[src/rtl/riscv_pkg.sv]
// riscv_pkg: shared RV32I widths, opcodes, immediate formats, ALU ops and controller states
package riscv_pkg;
  localparam int XLEN = 32;
  localparam logic [6:0] OP_LOAD     = 7'h03;
  localparam logic [6:0] OP_MISC_MEM = 7'h0F;
  localparam logic [6:0] OP_IMM      = 7'h13;
  localparam logic [6:0] OP_AUIPC    = 7'h17;
  localparam logic [6:0] OP_STORE    = 7'h23;
  localparam logic [6:0] OP_OP       = 7'h33;
  localparam logic [6:0] OP_LUI      = 7'h37;
  localparam logic [6:0] OP_BRANCH   = 7'h63;
  localparam logic [6:0] OP_JALR     = 7'h67;
  localparam logic [6:0] OP_JAL      = 7'h6F;
  localparam logic [2:0] IMM_I = 3'd0;
  localparam logic [2:0] IMM_S = 3'd1;
  localparam logic [2:0] IMM_B = 3'd2;
  localparam logic [2:0] IMM_J = 3'd3;
  localparam logic [2:0] IMM_U = 3'd4;
  typedef enum logic [3:0] {
    ALU_ADD, ALU_SUB, ALU_SLL, ALU_SLT, ALU_SLTU,
    ALU_XOR, ALU_SRL, ALU_SRA, ALU_OR, ALU_AND
  } alu_op_e;
  typedef enum logic [3:0] {
    S_FETCH, S_DECODE, S_EXEC_R, S_EXEC_I, S_MEM_ADR, S_MEM_RD, S_MEM_WB,
    S_MEM_WR, S_ALU_WB, S_BRANCH, S_JAL, S_JALR_ADR, S_JALR, S_LUI_WB
  } ctrl_state_e;
endpackage

[src/rtl/control_unit_alu_decoder.sv]
// alu_decoder: maps R-type / OP-IMM funct fields onto an ALU operation
module alu_decoder
  import riscv_pkg::*;
(
  input  logic       is_rtype_i,
  input  logic [2:0] funct3_i,
  input  logic       funct7b5_i,
  output alu_op_e    op_o
);
  // funct7[5] means SUB only for R-type; for shifts it selects SRA in both forms
  always_comb begin
    op_o = ALU_ADD;
    case (funct3_i)
      3'd0: op_o = (is_rtype_i && funct7b5_i) ? ALU_SUB : ALU_ADD;
      3'd1: op_o = ALU_SLL;
      3'd2: op_o = ALU_SLT;
      3'd3: op_o = ALU_SLTU;
      3'd4: op_o = ALU_XOR;
      3'd5: op_o = funct7b5_i ? ALU_SRA : ALU_SRL;
      3'd6: op_o = ALU_OR;
      default: op_o = ALU_AND;
    endcase
  end
endmodule

[src/rtl/control_unit.sv]
// control_unit: multicycle RV32I Moore controller driving datapath enables and mux selects
module control_unit
  import riscv_pkg::*;
(
  input  logic            clk_i,
  input  logic            rstn_i,
  input  logic [XLEN-1:0] Instr_i,
  input  logic            Branch_i,
  output logic            PCWrite_o,
  output logic            MemWrite_o,
  output logic            IRWrite_o,
  output logic            RegWrite_o,
  output logic [2:0]      ImmSrc_o,
  output logic [1:0]      ALUSrcA_o,
  output logic [1:0]      ALUSrcB_o,
  output alu_op_e         ALUControl_o,
  output logic [1:0]      ResultSrc_o,
  output logic            B_EN_o,
  output logic            Retired_o,
  output logic            Illegal_o
);
  ctrl_state_e state_q, state_d;
  alu_op_e     dec_op;
  logic [6:0]  opcode;
  logic        unused_instr;
  assign opcode       = Instr_i[6:0];
  assign unused_instr = ^{Instr_i[31], Instr_i[29:15], Instr_i[11:7]};
  alu_decoder u_alu_dec (
    .is_rtype_i (opcode == OP_OP),
    .funct3_i   (Instr_i[14:12]),
    .funct7b5_i (Instr_i[30]),
    .op_o       (dec_op)
  );
  always_comb begin
    state_d = S_FETCH;
    case (state_q)
      S_FETCH:    state_d = S_DECODE;
      S_DECODE:
        case (opcode)
          OP_OP:             state_d = S_EXEC_R;
          OP_IMM:            state_d = S_EXEC_I;
          OP_LOAD, OP_STORE: state_d = S_MEM_ADR;
          OP_BRANCH:         state_d = S_BRANCH;
          OP_JAL:            state_d = S_JAL;
          OP_JALR:           state_d = S_JALR_ADR;
          OP_LUI:            state_d = S_LUI_WB;
          OP_AUIPC:          state_d = S_ALU_WB;
          default:           state_d = S_FETCH;
        endcase
      S_EXEC_R, S_EXEC_I, S_JAL, S_JALR: state_d = S_ALU_WB;
      S_MEM_ADR:  state_d = (opcode == OP_STORE) ? S_MEM_WR : S_MEM_RD;
      S_MEM_RD:   state_d = S_MEM_WB;
      S_JALR_ADR: state_d = S_JALR;
      default:    state_d = S_FETCH;
    endcase
  end
  always_ff @(posedge clk_i or negedge rstn_i)
    if (!rstn_i) state_q <= S_FETCH;
    else         state_q <= state_d;
  always_comb begin
    PCWrite_o    = 1'b0;
    MemWrite_o   = 1'b0;
    IRWrite_o    = 1'b0;
    RegWrite_o   = 1'b0;
    ImmSrc_o     = IMM_I;
    ALUSrcA_o    = 2'd0;
    ALUSrcB_o    = 2'd0;
    ALUControl_o = ALU_ADD;
    ResultSrc_o  = 2'd0;
    B_EN_o       = 1'b0;
    Retired_o    = 1'b0;
    Illegal_o    = 1'b0;
    case (state_q)
      S_FETCH: begin
        ALUSrcB_o   = 2'd2;
        ResultSrc_o = 2'd1;
        PCWrite_o   = 1'b1;
        IRWrite_o   = 1'b1;
      end
      S_DECODE: begin
        ALUSrcA_o = 2'd1;
        ALUSrcB_o = 2'd1;
        ImmSrc_o  = (opcode == OP_BRANCH) ? IMM_B :
                    (opcode == OP_JAL)    ? IMM_J :
                    (opcode == OP_AUIPC)  ? IMM_U : IMM_I;
        Retired_o = (opcode == OP_MISC_MEM);
        Illegal_o = !(opcode inside {OP_OP, OP_IMM, OP_LOAD, OP_STORE, OP_BRANCH,
                                     OP_JAL, OP_JALR, OP_LUI, OP_AUIPC, OP_MISC_MEM});
      end
      S_EXEC_R: begin
        ALUSrcA_o    = 2'd2;
        ALUControl_o = dec_op;
      end
      S_EXEC_I: begin
        ALUSrcA_o    = 2'd2;
        ALUSrcB_o    = 2'd1;
        ALUControl_o = dec_op;
      end
      S_MEM_ADR: begin
        ALUSrcA_o = 2'd2;
        ALUSrcB_o = 2'd1;
        ImmSrc_o  = (opcode == OP_STORE) ? IMM_S : IMM_I;
      end
      S_MEM_WB: begin
        ResultSrc_o = 2'd3;
        RegWrite_o  = 1'b1;
        Retired_o   = 1'b1;
      end
      S_MEM_WR: begin
        MemWrite_o = 1'b1;
        Retired_o  = 1'b1;
      end
      S_ALU_WB: begin
        RegWrite_o = 1'b1;
        Retired_o  = 1'b1;
      end
      S_BRANCH: begin
        B_EN_o    = 1'b1;
        PCWrite_o = Branch_i;
        Retired_o = 1'b1;
      end
      S_JAL, S_JALR: begin
        PCWrite_o = 1'b1;
        ALUSrcA_o = 2'd1;
        ALUSrcB_o = 2'd2;
      end
      S_JALR_ADR: begin
        ALUSrcA_o = 2'd2;
        ALUSrcB_o = 2'd1;
      end
      S_LUI_WB: begin
        ImmSrc_o    = IMM_U;
        ResultSrc_o = 2'd2;
        RegWrite_o  = 1'b1;
        Retired_o   = 1'b1;
      end
      default: ;
    endcase
    // reset overrides the FETCH decode so nothing is written while held
    if (!rstn_i) begin
      PCWrite_o    = 1'b0;
      IRWrite_o    = 1'b0;
      ALUSrcB_o    = 2'd0;
      ResultSrc_o  = 2'd0;
      MemWrite_o   = 1'b0;
      RegWrite_o   = 1'b0;
      ImmSrc_o     = IMM_I;
      ALUSrcA_o    = 2'd0;
      ALUControl_o = ALU_ADD;
      B_EN_o       = 1'b0;
      Retired_o    = 1'b0;
      Illegal_o    = 1'b0;
    end
  end
endmodule

[config.mk]
export PLATFORM = sky130hd
export DESIGN_NAME = control_unit
export DESIGN_NICKNAME = d
export VERILOG_FILES = /design/src/rtl/riscv_pkg.sv /design/src/rtl/control_unit_alu_decoder.sv /design/src/rtl/control_unit.sv
export SDC_FILE = /design/constraint.sdc
export NUM_CORES = 1
export LEC_CHECK = 0
export CORE_MARGIN = 2
export CORE_UTILIZATION = 39
export CTS_BUF_LIST = sky130_fd_sc_hd__clkbuf_8
export CTS_CLUSTER_DIAMETER = 50
export CTS_CLUSTER_SIZE = 30
export DETAILED_ROUTE_END_ITERATION = 12
export PLACE_DENSITY = 0.93
export RECOVER_POWER = 100
export SLEW_MARGIN = 20
export SYNTH_ARGS = -nofsm -noshare
export SYNTH_HDL_FRONTEND = slang
export SYNTH_HIERARCHICAL = 1
export SYNTH_SLANG_ARGS = --single-unit
[constraint.sdc]
create_clock -name clk_i -period 3 [get_ports clk_i]
set_input_delay 0.6 -clock clk_i [delete_from_list [all_inputs] [get_ports clk_i]]
set_output_delay 0.6 -clock clk_i [all_outputs]
set_load 0.01 [all_outputs]
# Word level (Yosys, flattened, before mapping)
# Cells that the tools add are included.
[totals] mem_bits_ro=0 mem_count=0 wordCells=78 ramBits=0 latch_bits=0 in_bits=35 ff_bits=4
[classes] eq_ne=29 div_mod_pow=0 n_mux=34 shifts=0 n_addsub=0 n_mul=0 order_cmp=0 n_reduce_logical=14 bitwise_logic=0
[ops] operator="$pmux W4 S8" count=1
[ops] operator="$pmux W4 S7" count=1
[ops] operator="$eq A4 B4 Y1 const B" count=6
[ops] operator="$pmux W4 S6" count=1
[ops] operator="$eq A7 B6 Y1 const B" count=3
[ops] operator="$eq A7 B7 Y1 const B" count=3
[ops] operator="$eq A4 B3 Y1 const B" count=4
[ops] operator="$mux W1" count=15
[ops] operator="$eq A7 B5 Y1 const B" count=2
[ops] operator="$mux W3" count=4
[ops] operator="$reduce_or A4 Y1" count=3
[ops] operator="$reduce_bool A10 Y1" count=1
[ops] operator="$eq A3 B3 Y1 const B" count=3
[ops] operator="$pmux W3 S3" count=1
[ops] operator="$reduce_or A3 Y1" count=3
[ops] operator="$eq A4 B2 Y1 const B" count=2
[ops] operator="$mux W2" count=4
[ops] operator="$mux W4" count=2
[ops] operator="$pmux W2 S2" count=2
[ops] operator="$eq A7 B2 Y1 const B" count=1
[ops] operator="$eq A7 B4 Y1 const B" count=1
[ops] operator="$eq A3 B2 Y1 const B" count=2
[ops] operator="$pmux W2 S3" count=1
[ops] operator="$reduce_or A5 Y1" count=1
[ops] operator="8 further kinds" count=10

# Logic depth before layout (Yosys ltp)
# Gate-level depths: netlist (run 1).
[logic_depth] word_depth=6 ltp_mapped=6

# Modules after synthesis
# The synthesis (run 1) kept the hierarchy.
[modules_own_cells] mod="control_unit" area_each_um2=737.0 cells_each=107 instances=1
[modules_own_cells] mod="alu_decoder" area_each_um2=63.8 cells_each=9 instances=1

# Least setup slack after synthesis (run 1)
# No wires, ideal clock.
[synth_path] path_kind="input to output" startpoint="input port Instr_i[6]" endpoint="output port ALUControl_o[0]" path_buffers=1 slack_ns=0.800 path_stages=6 t_arrival_ns=1.600 cell_sequence="buf_4 -> or2b_1 -> nor4_1 -> a211oi_1 -> a221oi_1 -> and2_1"
[synth_between] elab_chain_cells=6
[synth_lines] item="from (decl)" line_no="control_unit.sv:7" source="input logic [XLEN-1:0] Instr_i,"
[synth_lines] item="$eq A7 B6 Y1" line_no="control_unit.sv:29" source=".is_rtype_i (opcode == OP_OP),"
[synth_lines] item="$logic_and A1 B1 Y1" line_no="control_unit_alu_decoder.sv:14" source="3'd0: op_o = (is_rtype_i && funct7b5_i) ? ALU_SUB : ALU_ADD;"
[synth_lines] item="$mux W1" line_no="control_unit_alu_decoder.sv:14"
[synth_lines] item="$pmux W4 S7" line_no="control_unit_alu_decoder.sv:13" source="case (funct3_i)"
[synth_lines] item="via dec_op[0]" line_no="control_unit.sv:23" source="alu_op_e dec_op;"
[synth_lines] item="$mux W4" line_no="control_unit.sv:73" source="case (state_q)"
[synth_lines] item="$mux W4" line_no="control_unit.sv:140" source="if (!rstn_i) begin"
[synth_lines] item="to (decl)" line_no="control_unit.sv:16" source="output alu_op_e ALUControl_o,"
# The timed path passes the listed nets, and every way through them passes these cells.

# Worst setup path after layout (run 1)
[layout_path] startpoint="input port Instr_i[5]" endpoint="output port Illegal_o"
[layout_between] elab_chain_cells=5 word_cells_on_any_way=14
[layout_lines] item="$eq A7 B6 Y1 (tied with other cells)" line_no="control_unit.sv:87" source="Illegal_o = !(opcode inside {OP_OP, OP_IMM, OP_LOAD, OP_STORE, OP_BRANCH,"
[layout_lines] item="$reduce_bool A10 Y1 *" line_no="control_unit.sv:87"
[layout_lines] item="$logic_not A1 Y1 *" line_no="control_unit.sv:87"
[layout_lines] item="$mux W1 *" line_no="control_unit.sv:73"
[layout_lines] item="$mux W1 *" line_no="control_unit.sv:140"
[layout_lines] item="to (decl)" line_no="control_unit.sv:20" source="output logic Illegal_o"
# Every way passes the cells marked *; elsewhere a longest branch is shown, timed or not.

==> metrics.yaml, run 1 <==
outcome:
  status: "finished clean"
sta:
  max_freq_mhz: 348
  relSlewSlack_pct: 59.7
  final.setup.worst_slack_ns: 0.130
  drv_slew: 0
  min_period_over_period_pct: 95.7
  final-setup-viol-count: 0
  hold_ws_ns: 0.691
  skew_ns: 0.00124
  tns_ns: 0
  finalHoldViolations: 0
  min_period_ns: 2.87
  worst_pin_slew_ns: 0.605
  rsz0062_at_grt: "false"
cells_and_area:
  fin_util_pct: 65.5
  nets: 194
  largestRegisters: "state_q x4"
  most-common-layout-cells: "clkdlybuf4s50_1, dlygate4sd3_1, buf_4, nor2_1, nand2_1"
  largest_reg_flops: 4
  syn_to_final_growth_pct: 58.9
  final_common_cell: "clkdlybuf4s50_1"
  top_register: "state_q"
  diodes: 0
  drive_gt1_share_pct: 19.7
yosys:
  async_flop_share_pct: 100
  synth_top_family_by_area: "simple AND/OR/NAND/NOR gates"
  synth-edff-count: 0
  synthXorXnorAreaFrac_pct: 3.28
  ys_warn_count: 6
  synthFlopType: "dfrtp_1"
  synthesis.nets: 151
  synth_simple_gate_area_share_pct: 46.6
  synth_area_leaders: "dfrtp_1, nor2_1, nor2b_1"
  syn_avg_cell_area_um2: 6.90
  synth_top_cell_by_area: "dfrtp_1"
  synth_compound_area_share_pct: 24.8
  synthCells: 116
  synth_adder_area_share_pct: 0
  yosys_register_bits: 4
  synth_top_area_share_pct: 12.5
  ys_types: 46
  yosysSeqAreaShare_pct: 12.5
  synthMuxAreaShare_pct: 4.06
  netlist_area_um2: 801
global_routing:
  grt_overflow_total: 0
  grt_pass1_vias: 979
  grt.total_usage_pct: 22.5
  grt_max_degree: 20
  antenna_found_initial: 0
  grt_pass1_wl_mm: 4.31
clock_tree:
  cts_tree: "done"
  clk_latency_ns: 0.22
  cts_inserted_buffers: 3
  clock-sinks: 4
  clk_pin_slew_ns: 0.03
  post_cts_buffers: 0
  post_cts_resize_count: 7
  hold_buffers: 0
  h-tree-depth: 1
  clk_path_buf_depth: 2
  cts-root-buf: "clkbuf_8"
run:
  drv_cap: 0
power:
  ir_drop_uv: 346
  powerDensity_mw_per_mm2: 559
  leakagePower_nw: 0.569
  power_mw: 0.711
floorplanning:
  dieArea_mm2: 0.00243
  fp-row-count: 16
  coreArea_mm2: 0.00194
  start_util_pct: 41.2
  io_pins: 55
  die_w_um: 49.3
  dieHeight_um: 49.3
place:
  dpl.hpwl_mm: 1.92
  routabilityCongestion: 0.913
  port-buffer-count: 33
  dp_slack_ns: -0.177
worst_setup_path:
  crit_slowest_cell: "clkdlybuf4s50_1"
  path_buf_inv: 3
  cp_top_family: "buffers and inverters"
  cp.arrival_ns: 2.27
  worstPathMaxFanout: 5
  path_cells: "clkdlybuf4s50_1 -> clkbuf_2 -> nand3b_2 -> o21ai_2 -> a2111oi_2 -> a21boi_1 -> dlygate4sd2_1"
  crit_type: "in -> out"
  cp_slowest_stage_delay_ns: 0.42
  end_kind: "primary output"
  required_ns: 2.40
  crit_path_start_kind: "primary input"
route:
  routed_wl_mm: 2.52
  firstDrtPassIters: 4
  viasPerCell: 5.47
  drt-initial-drc-count: 20
  num_vias: 1007
  antenna_left: 0
  wl_per_cell_um: 13.7
  drc_errors: 0
min_path:
  hold_class: "reg -> reg"
synthesized netlist by cell type, drive strengths merged (2+ instances only):
cell	count
xor2	2
mux2	2
nor2	12
and3	3
buf	8
nand3	4
nor4	3
and2	5
dfrtp	4
clkbuf	2
inv	3
nor4b	2
a31oi	2
nand3b	4
a21oi	7
nand2	9
nor2b	8
a221oi	2
a21o	2
nor3	6
a21boi	3
o21ai	6
metal layers:
layer	wire length [um]	track usage, %
met4	64	12.4
met3	112	3.37
met5	0	0
met2	1320	40.8
met1	1020	24.8
where the power goes:
part	leakage [nW]	internal, mW	switching, mW
Clock	0.0216	0.0858	0.0310
Sequential	0.0530	0.0736	0.0620
Combinational	0.494	0.232	0.226
through the flow:
stage / cell area [um^2] / std cells
after floorplan: 801 / 116
after global placement: 1220 / 181
after detailed placement: 1220 / 181
after CTS: 1270 / 184
after global routing: 1270 / 184
final: 1270 / 184
final cells by class:
type | instances | area, um^2
clock buffers | 3 | 41.3
fillers | 186 | 669
inverters | 3 | 11.3
multi-input cells | 99 | 654
flip-flops and latches | 4 | 100
well taps | 27 | 33.8
repair buffers | 48 | 432
worst min-delay path: cells and delay by family (launching register included):
kind,cells,cell delay (ns)
compound gates,1,0.07
buf+inv,1,0.17
flops,1,0.34
simple gates,1,0.08
path summary, 6_finish.rpt:
check | startpoint | to | cells past startpoint | slack [ns]
max | Instr_i[5] | Illegal_o | 7 | 0.13
min | state_q[0] | state_q[2] | 3 | 0.69
max reg2reg | state_q[2] | state_q[3] | 4 | 1.52
min reg2reg | state_q[0] | state_q[2] | 3 | 0.69
max in group asynchronous | rstn_i | state_q[3] | 2 | 2.12
min in group asynchronous | rstn_i | state_q[2] | 2 | 0.73
logic make-up (layout without fill, tap and decap cells):
kind of cell / Yosys count / after routing
AND/OR/NAND/NOR: 64 / 64
AO/OA/AOI/OAI: 29 / 29
buffers and inverters: 13 / 54
flip-flops: 4 / 4
XOR/XNOR: 3 / 3
multiplexers: 3 / 3
Power figures use the tool's default switching activity.
==> inputs of run 2 (changes only) <==
--- a/config.mk
+++ b/config.mk
@@ -6,12 +6,13 @@
 export NUM_CORES = 1
 export LEC_CHECK = 0
 export CORE_MARGIN = 2
-export CORE_UTILIZATION = 39
+export CORE_UTILIZATION = 60
 export CTS_BUF_LIST = sky130_fd_sc_hd__clkbuf_8
 export CTS_CLUSTER_DIAMETER = 50
 export CTS_CLUSTER_SIZE = 30
 export DETAILED_ROUTE_END_ITERATION = 12
-export PLACE_DENSITY = 0.93
+export DONT_BUFFER_PORTS = 1
+export PLACE_DENSITY = 0.81
 export RECOVER_POWER = 100
 export SLEW_MARGIN = 20
 export SYNTH_ARGS = -nofsm -noshare
==> run 2 against run 1 <==
  * Sequential cell count stayed put
  * Clock skew increased by 0.0011 ns
  * Final area shrank 38%
  * Wire length fell by 26%
  * Final cell count is 33% lower
  * Via count fell by 17%
  * Utilization decreased by 2.9 points
  * Non-clock buffer count down 48
  * Maximum frequency grew 8.3%
  * Die area fell by 32%
  * Sequential share of layout area increased by 4.7 points
==> metrics.yaml, run 2 (synthesis gave the netlist of run 1 again) <==
power:
  p_int_mw: 0.272  # -30%
  ir_drop_uv: 328  # -5.0%
  p_sw_share_pct: 49.9  # +4.9 points
  power_frac_seq_pct: 28.2  # +9.1 points
  leakagePower_nw: 0.315  # -45%
  powerDensity_mw_per_mm2: 683  # +22%
  p_sw_mw: 0.271  # -15%
  p_comb_share_pct: 50.7  # -14 points
  pwr-share-clk_pct: 21.1  # +4.7 points
clock_tree:
  clock-sinks: 4  # unchanged
  cts_tree: "done"
  hold_buffers: 0  # unchanged
  h-tree-depth: 1  # unchanged
  clk_latency_ns: 0.22  # about the same
  post_cts_buffers: 0  # unchanged
  cts-root-buf: "clkbuf_8"
  post_cts_resize_count: 0  # -7
  clk_path_buf_depth: 2  # unchanged
  clk_pin_slew_ns: 0.03  # about the same
  cts_inserted_buffers: 3  # unchanged
worst_setup_path:
  path_cells: "nor2b_1 -> nand2_1 -> a2111oi_2 -> a21boi_0"
  crit_type: "reg -> out"
  crit_slowest_cell: "dfrtp_1"
  required_ns: 2.40  # about the same
  reg2reg_depth: 4  # unchanged
  r2r_slack_ns: 1.51  # about the same
  cp.arrival_ns: 2.05  # -0.22 ns
  crit_path_start_kind: "register"
  cp_slowest_stage_delay_ns: 0.54  # +0.12 ns
  worstPathMaxFanout: 11  # +6
  regToRegStartpoint: "state_q[2]"
  end_kind: "primary output"
  r2r_end: "state_q[1]"
cells_and_area:
  largestRegisters: "state_q x4"
  top_register: "state_q"
  diodes: 0  # unchanged
  most-common-layout-cells: "nor2_1, nand2_1, nor2b_1, a21oi_1, nor3_1"
  multiInputGateArea_um2: 623  # -4.8%
  final_common_cell: "nor2_1"
  regArea_um2: 100  # unchanged
  syn_to_final_growth_pct: -0.781
  drive_gt1_share_pct: 10.1  # -9.7 points
  largest_reg_flops: 4  # unchanged
  n_fill_cell: 122  # -34%
  nets: 146  # -25%
global_routing:
  grt_max_degree: 20  # unchanged
  grt_pass1_wl_mm: 2.73  # -37%
  grt.total_usage_pct: 24.7  # +2.2 points
  antenna_found_initial: 0  # unchanged
  grt_pass1_vias: 665  # -32%
  grt_overflow_total: 0  # unchanged
sta:
  finalHoldViolations: 0  # unchanged
  tns_ns: 0  # unchanged
  final.setup.worst_slack_ns: 0.350  # +0.220 ns
  max_freq_mhz: 377  # +8.3%
  min_period_over_period_pct: 88.3  # -7.3 points
  final-setup-viol-count: 0  # unchanged
  relSlewSlack_pct: 62.1  # +2.4 points
  worst_pin_slew_ns: 0.568  # -0.0365 ns
  min_period_ns: 2.65  # -0.220 ns
  rsz0062_at_grt: "false"
  drv_slew: 0  # unchanged
  skew_ns: 0.00233  # +0.00109 ns
floorplanning:
  dieHeight_um: 40.5  # -18%
  start_util_pct: 63.1  # +22 points
  io_pins: 55  # unchanged
  coreArea_mm2: 0.00127  # -35%
  die_w_um: 40.5  # -18%
  fp-row-count: 13  # -3
  dieArea_mm2: 0.00164  # -32%
place:
  dp_slack_ns: 0.753  # +0.930 ns
  port-buffer-count: 0  # -100%
  routabilityCongestion: 0.806  # -12%
  dpl.hpwl_mm: 1.38  # -28%
route:
  routed_wl_mm: 1.87  # -26%
  antenna_left: 0  # unchanged
  wl_per_cell_um: 15.0  # +9.8%
  viasPerCell: 6.73  # +23%
  drt-initial-drc-count: 20  # unchanged
  num_vias: 834  # -17%
  firstDrtPassIters: 4  # unchanged
  drc_errors: 0  # unchanged
min_path:
  hold_class: "in -> async"
outcome:
  status: "finished clean"
run:
  drv_cap: 0  # unchanged
run 2: cell count changes in the layout (fill, tap and decap cells not counted), sizes merged:
cell,delta
clkdlybuf4s50,-14
buf,-13
dlygate4sd3,-13
dlygate4sd2,-4
clkbuf,-2
clkdlybuf4s25,-2
run 2: area by class of cell:
type	count	share of cell area, %
Inverter	3	1.42
Sequential cell	4	12.6
Tap cell	15	2.36
Multi-Input combinational cell	99	78.4
Clock buffer	3	5.20
run 2: worst max-delay path, delay by kind of cell (launching register included):
family / cells / cell delay (ns)
flops: 1 / 0.54
simple gates: 2 / 0.55
compound gates: 2 / 0.75
run 2: worst max-delay path by stage:
| stage | slack [ns] | cells past startpoint | startpoint | end |
|---|---|---|---|---|
| 2_1_floorplan | 0.80 | 6 | Instr_i[6] | ALUControl_o[0] |
| 5_1_grt | 0.26 | 4 | state_q[0] | Illegal_o |
| 3_3_place_gp | 0.80 | 5 | Instr_i[3] | ALUControl_o[0] |
| 3_5_place_dp | 0.75 | 5 | Instr_i[3] | ALUControl_o[0] |
| 4_1_cts | 0.60 | 4 | state_q[0] | Illegal_o |
| 6_report | 0.35 | 4 | state_q[0] | Illegal_o |
run 2: metrics by stage:
step | area (um^2) | power (mW) | hold WS [ns] | cells | util, %
finish | 795 | 0.543 | 0.0777 | 124 | 62.6
global route | 795 | 0.594 | 0.0720 | 124 | 62.6
CTS | 802 | 0.554 | 0.0773 | 124 | 63.2
detailed placement | 761 | 0.440 | 0.305 | 121 | 60.0
global placement | 761 | 0.436 | 0.305 | 121 | 60.0
floorplan | 801 | 0.414 | 0.304 | 116 | -
run 2: layer usage:
metal	GRT usage (%)	part of all wire, %	wire length (um)	vias to the layer above
li1	-	-	-	408
met1	35.4	42	790	368
met2	35.3	45	845	48
met3	5.56	10	186	10
met4	9.17	2.3	43	0
met5	0	0	0	-
run 2: power by group through the flow:
| stage | Combinational [mW] | Sequential [mW] | Clock, mW |
|---|---|---|---|
| after floorplan | 0.330 | 0.0839 | 0 |
| after detailed placement | 0.285 | 0.154 | 0 |
| after CTS | 0.286 | 0.153 | 0.115 |
| after global routing | 0.312 | 0.161 | 0.120 |
| final | 0.275 | 0.153 | 0.114 |
| after global placement | 0.283 | 0.153 | 0 |
